===== config.mk =====
export PLATFORM = sky130hd
export DESIGN_NAME = fetch_queue
export DESIGN_NICKNAME = d
export VERILOG_FILES = /design/src/rtl/fetch_queue_pkg.sv /design/src/rtl/fetch_queue_mem.sv /design/src/rtl/fetch_queue.sv
export SDC_FILE = /design/constraint.sdc
export NUM_CORES = 1
export LEC_CHECK = 0
export CAP_MARGIN = 20
export CORE_UTILIZATION = 55
export DETAILED_ROUTE_END_ITERATION = 6
export PLACE_DENSITY = 0.8
export SLEW_MARGIN = 10
export SYNTH_ARGS = -nofsm -noshare
export SYNTH_HDL_FRONTEND = slang
export SYNTH_SLANG_ARGS = --single-unit

===== constraint.sdc =====
create_clock -name clk -period 9.56 [get_ports clk]
set_input_delay 0.956 -clock clk [delete_from_list [all_inputs] [get_ports clk]]
set_output_delay 0.956 -clock clk [all_outputs]
set_load 0.005 [all_outputs]

===== src/rtl/fetch_queue_pkg.sv =====
// fetch_queue_pkg: shared word width and default depth for the fetch queue
package fetch_queue_pkg;
  localparam int WORD_WIDTH = 32;
  localparam int QUEUE_DEPTH = 4;
endpackage


===== src/rtl/fetch_queue_mem.sv =====
// fetch_queue_mem: DEPTH x W register file, one sync write port, one comb read port, no reset
module fetch_queue_mem
  import fetch_queue_pkg::*;
#(
  parameter int DEPTH = QUEUE_DEPTH,
  parameter int W = 2 * WORD_WIDTH
) (
  input  logic                     clk,
  input  logic                     we,
  input  logic [$clog2(DEPTH)-1:0] waddr,
  input  logic [W-1:0]             wdata,
  input  logic [$clog2(DEPTH)-1:0] raddr,
  output logic [W-1:0]             rdata
);
  logic [W-1:0] mem [DEPTH];
  always_ff @(posedge clk)
    if (we) mem[waddr] <= wdata;
  assign rdata = mem[raddr];
endmodule


===== src/rtl/fetch_queue.sv =====
// fetch_queue: FIFO of {pc, instruction} pairs between fetch and decode, with freeze back-pressure and flush
module fetch_queue
  import fetch_queue_pkg::*;
#(
  parameter int DEPTH = QUEUE_DEPTH,
  parameter int WIDTH = WORD_WIDTH
) (
  input  logic                   clk,
  input  logic                   rst,
  input  logic [WIDTH-1:0]       if_pc,
  input  logic [WIDTH-1:0]       if_instruction,
  input  logic                   flush,
  output logic                   freeze,
  input  logic                   id_ready,
  output logic                   id_valid,
  output logic [WIDTH-1:0]       id_pc,
  output logic [WIDTH-1:0]       id_instruction,
  output logic [$clog2(DEPTH):0] count
);
  localparam int AW = $clog2(DEPTH);
  localparam int CW = AW + 1;
  logic [AW-1:0] wr_ptr, rd_ptr;
  logic [2*WIDTH-1:0] rdata;
  logic enq, deq;
  // Full blocks enqueue even when a dequeue happens, so freeze never depends on id_ready
  assign freeze = (count == CW'(DEPTH)) && !flush;
  assign enq = !freeze && !flush;
  assign id_valid = count != '0;
  assign deq = id_valid && id_ready && !flush;
  always_ff @(posedge clk or posedge rst)
    if (rst) begin
      wr_ptr <= '0;
      rd_ptr <= '0;
      count <= '0;
    end else if (flush) begin
      wr_ptr <= '0;
      rd_ptr <= '0;
      count <= '0;
    end else begin
      wr_ptr <= wr_ptr + AW'(enq);
      rd_ptr <= rd_ptr + AW'(deq);
      count <= count + CW'(enq) - CW'(deq);
    end
  fetch_queue_mem #(.DEPTH(DEPTH), .W(2 * WIDTH)) u_mem (
    .clk  (clk),
    .we   (enq),
    .waddr(wr_ptr),
    .wdata({if_pc, if_instruction}),
    .raddr(rd_ptr),
    .rdata(rdata)
  );
  assign id_pc = id_valid ? rdata[2*WIDTH-1:WIDTH] : '0;
  assign id_instruction = id_valid ? rdata[WIDTH-1:0] : '0;
endmodule


Yosys cells after proc, flatten, opt, wreduce, memory -nomap -nowiden
Memory sizes are Yosys's and may differ from the RTL's.
Cells that the tools add are included.

storage, ports and cells
  flip-flop bits (word level) = 7
  memory bits (writable) = 256
  memories = 1

memory list
  name       depth  width  read ports  clocked after Yosys merged registers in  write ports  line                   text
  u_mem.mem  4      64     1           0                                        1            fetch_queue_mem.sv:15  logic [W-1:0] mem [DEPTH];

operators by class
  add/sub/neg operators = 4
  equal/unequal tests = 1
  mux-type cells = 7
  reductions and logical operators = 7

operators by type and width
  operator            number
  $mux 32             2
  $add 2x1->2         2
  $logic_and 1x1->1   4
  $mux 2              2
  $add 3x1->3         1
  $eq 3x3->1 const B  1
  $mux 3              1
  $reduce_bool 3->1   1
  $sub 3x1->3         1
  $logic_not 1->1     2
  $mux 1              2

Longest topological paths before layout
  word-level depth = 7
  depth in mapped cells = 10
  mapped depth without buffers = 9

Hierarchy
Synthesis repeated with hierarchy kept, for this count alone.

second synthesis, totals
  cells, all modules = 441
  area total of the unflattened synthesis = 10184.8 um2

by module, submodules not included
  module           times used  cells each  area an instance (um2)  seq. area each (um2)
  fetch_queue_mem  1           338         9341.5                  7687.4
  fetch_queue      1           103         843.3                   175.2

Least setup slack after synthesis
No wires, ideal clock.

  kind = input port to flip-flop
  start point = in flush
  end point = mem u_mem.mem[3][0] (netlist name) (enable)
  library setup time = 0.667 ns
  data arrival time = 7.550 ns
  required time = 8.893 ns
  setup slack = 1.343 ns
  cell stages on the path = 1
  path buffers = 0
  cells stage by stage = nor4b_1

on the way
  cells in the longest elaborated chain, start to end = 6

RTL lines
  item                              line                                  text
  start, declared                   fetch_queue.sv:12                     input logic flush,
  $logic_not 1->1 (*)               fetch_queue.sv:26, fetch_queue.sv:27
  $logic_and 1x1->1                 fetch_queue.sv:26                     assign freeze = (count == CW'(DEPTH)) && !flush;
  $logic_not 1->1                   fetch_queue.sv:27                     assign enq = !freeze && !flush;
  $logic_and 1x1->1 (*)             fetch_queue.sv:27
  $mux 1 (*)                        fetch_queue_mem.sv:17                 if (we) mem[waddr] <= wdata;
  $mux 1 (not written as such) (*)  fetch_queue_mem.sv:17
  end, declared                     fetch_queue_mem.sv:15

Mark *: on every way between the ends. The rest lies on a longest branch, timed or not.

Worst setup path after layout
  start point = reg rd_ptr[0]
  end point = out id_pc[31]

on the way
  cells in the longest elaborated chain, start to end = 2

RTL lines
  item                    line               text
  start, declared         fetch_queue.sv:22  logic [AW-1:0] wr_ptr, rd_ptr;
  start signal, assigned  fetch_queue.sv:41  rd_ptr <= rd_ptr + AW'(deq);
  $mem_v2 4x64            -
  $mux 32                 fetch_queue.sv:52  assign id_pc = id_valid ? rdata[2*WIDTH-1:WIDTH] : '0;
  end, declared           fetch_queue.sv:16  output logic [WIDTH-1:0] id_pc,

No other way between the ends.

==> impl_metrics.yaml <==
logic_synthesis:
  syn_avg_cell_area_sq_um: 22.64
  syn_nets: 519
  yosys.cell_count.top_type: "edfxtp_1"
  yosysUniqueCellTypes: 28
  synthFlopType: "edfxtp_1"
  synth_edf_count: 256
  synthTopCellsByCount: "edfxtp_1 (256), and2_1 (66), mux4_2 (60)"
  ys_seq_area_share_pct: 77.50
  ys_seq_elements: 263
  synth_area_sq_um: 10140
  synth_top_cells_by_area: "edfxtp_1 (76%), mux4_2 (13%), and2_1 (4.1%)"
  synth_warnings: 0
  synth_top_area_share_pct: 75.78
  netlist_instances: 448
  async_reset_ff_share_pct: 2.662
  synth_top_area_cell: "edfxtp_1"
power_and_ir_drop:
  power_frac_clock_pct: 31.0
  power_density_nw_per_um2: 252.4
  intPower_w: 0.002413
  total_power_w: 0.003169
  p_switching_w: 0.0007561
  comb_power_share_pct: 22.4
  swShare_pct: 23.86
  power.leakage_nw: 4.048
  ir_drop_v: 0.0001801
  seqPwrFrac_pct: 46.6
grt:
  gr-total-overflow: 0
  grt_pass1_vias: 5251
  grt_start_max_net_pins: 51
  track_usage_pct: 20.89
  antenna_found_initial: 0
  grt_pass1_wl_microns: 28960
cts:
  tritoncts: "done"
  cts_made_buffers: 26
  holdBufCountCts: 0
  clk_path_buf_depth: 3
  clkTransAtPathRegs_ns: 0.06
  cts_resized: 0
  htree_levels: 1
  clkSinkCount: 263
  cts_setup_buffers: 0
  worstSkewPairLatency_ns: 0.52
  cts-root-buf: "clkbuf_16"
place:
  place.gp.congestion: 0.7741
  place_hpwl_microns: 10830
  dp_cells: 801
  io_buffers: 136
  placed_cell_area_sq_um: 11720
floorplan:
  initial_core_util_pct: 56.28
  die_w_microns: 137.8
  core_area_sq_um: 18020
  dieArea_sq_um: 18990
  rows: 49
  die_h_microns: 137.8
  pin_count: 137
timing:
  final.setup_skew_ns: 0.009732
  fmax_mhz: 234.3
  hold_violations: 0
  relSlewSlack_pct: 33.14
  rsz0062_at_grt: "false"
  hold_ws_ns: 0.6757
  fin_crit_ns: 4.269
  fin_crit_sh_pct: 44.65
  tightest_slew_ns: 1.003
  finalSetupTns_ns: 0
  final-max-slew-violation-count: 0
  setup_viol: 0
critical_path:
  end_kind: "primary output"
  crit_type: "flop to primary output"
  required_ns: 8.60
  crit_fanout: 50
  ff2ff_path_depth: 8
  crit_arrival_ns: 3.31
  cp-start-kind: "flop"
route:
  vias_per_cell: 5.735
  routedWlPerCell_microns: 22.15
  drc_errors: 0
  ant_nets: 0
  vias: 4875
  drt-total-wl_microns: 18820
  dr.first_iter.drc_count: 415
  drt-pass1-iter-count: 5
finish:
  stdcell_count: 850
  design_area_sq_um: 12560
  area_growth_pct: 23.78
  final_nets: 671
  drive_above_1_share_pct: 18.87
  fillers: 1133
min_path:
  hp-class: "primary input to asynchronous set/reset pin"
flow_run:
  max-cap-violations: 0
run_status:
  status: "completed"
metrics by stage:
stage               util, %  setup slack [ns]
floorplan                 -             1.343
global placement      64.90             5.781
detailed placement    65.01             5.791
CTS                   69.65             5.224
global route          69.65             5.056
finish                69.67             5.291
worst paths after layout:
check | from | to | slack (ns)
worst max-delay path | rd_ptr[0] | id_pc[31] | 5.29
worst min-delay path | rst | count[2] | 0.68
worst min register to register | count[2] | count[2] | 0.68
min in group clk | count[2] | count[2] | 0.68
max in group asynchronous | rst | rd_ptr[0] | 8.63
worst max register to register | count[1] | count[2] | 6.70
area by class of cell:
| type | instances | area, sq um | share of cell area (%) |
|---|---|---|---|
| antenna | 1 | 2.502 | 0.01993 |
| inverter | 3 | 11.26 | 0.08968 |
| clock inverter | 13 | 111.4 | 0.8868 |
| multi-input combinational | 159 | 2096 | 16.69 |
| clock buffer | 35 | 725.7 | 5.779 |
| sequential | 263 | 7868 | 62.65 |
| timing repair buffer | 147 | 1456 | 11.60 |
| tap | 229 | 286.5 | 2.282 |
flip-flops by register name (all words and copies together) (netlist names):
signal / cells
count: 3
wr_ptr: 2
u_mem.mem: 256
rd_ptr: 2
cell families after synthesis:
family                     synth area share, %
DFF                                      77.50
and+or+nand+nor                          5.242
muxes                                    14.36
buffers and inverters                    2.084
AOI/OAI and AO/OA                       0.1973
adders and majority gates               0.4440
xor gates and xnor gates                0.1727
worst max-delay path, cell delays in order, from the launching register on:
cell	delay [ns]
dfrtp_4	0.62
buf_4	0.80
mux4_1	0.66
and2_1	0.17
clkdlybuf4s50_1	0.43
cells in the final DEF (no fill, tap or decap), types with 2 or more instances in the layout:
cell | netlist | layout
clkbuf_1 | 9 | 6
clkbuf_16 | 0 | 27
and2_1 | 66 | 66
buf_4 | 0 | 10
nor3_1 | 3 | 2
clkdlybuf4s50_1 | 0 | 136
nor2_1 | 6 | 6
clkinv_1 | 0 | 3
ha_1 | 2 | 2
nor2b_1 | 2 | 2
edfxtp_1 | 256 | 256
bufinv_16 | 0 | 2
nor3b_1 | 2 | 2
nor4_2 | 0 | 2
dfrtp_1 | 7 | 5
inv_1 | 3 | 3
clkbuf_8 | 0 | 2
mux4_1 | 4 | 4
clkinv_2 | 0 | 8
mux4_2 | 60 | 60
power by group through the flow:
stage               sequential [W]  combinational, W  clock (W)
finish                     0.00148          0.000711   0.000983
global route               0.00149          0.000777    0.00105
CTS                        0.00148          0.000728    0.00100
detailed placement         0.00150          0.000720          0
global placement           0.00149          0.000700          0
floorplan                  0.00150          0.000361          0
layer usage:
| layer | vias up | GRT usage (%) | share of wire [%] | wire length [microns] |
|---|---|---|---|---|
| li1 | 2129 | - | - | - |
| met3 | 31 | 3.937 | 6.8 | 1285 |
| met1 | 2528 | 29.67 | 42 | 7925 |
| met5 | - | 0 | 0 | 0 |
| met4 | 0 | 4.952 | 1.9 | 362 |
| met2 | 187 | 33.95 | 49 | 9251 |
No activity file was read; power rests on OpenSTA's default activity.
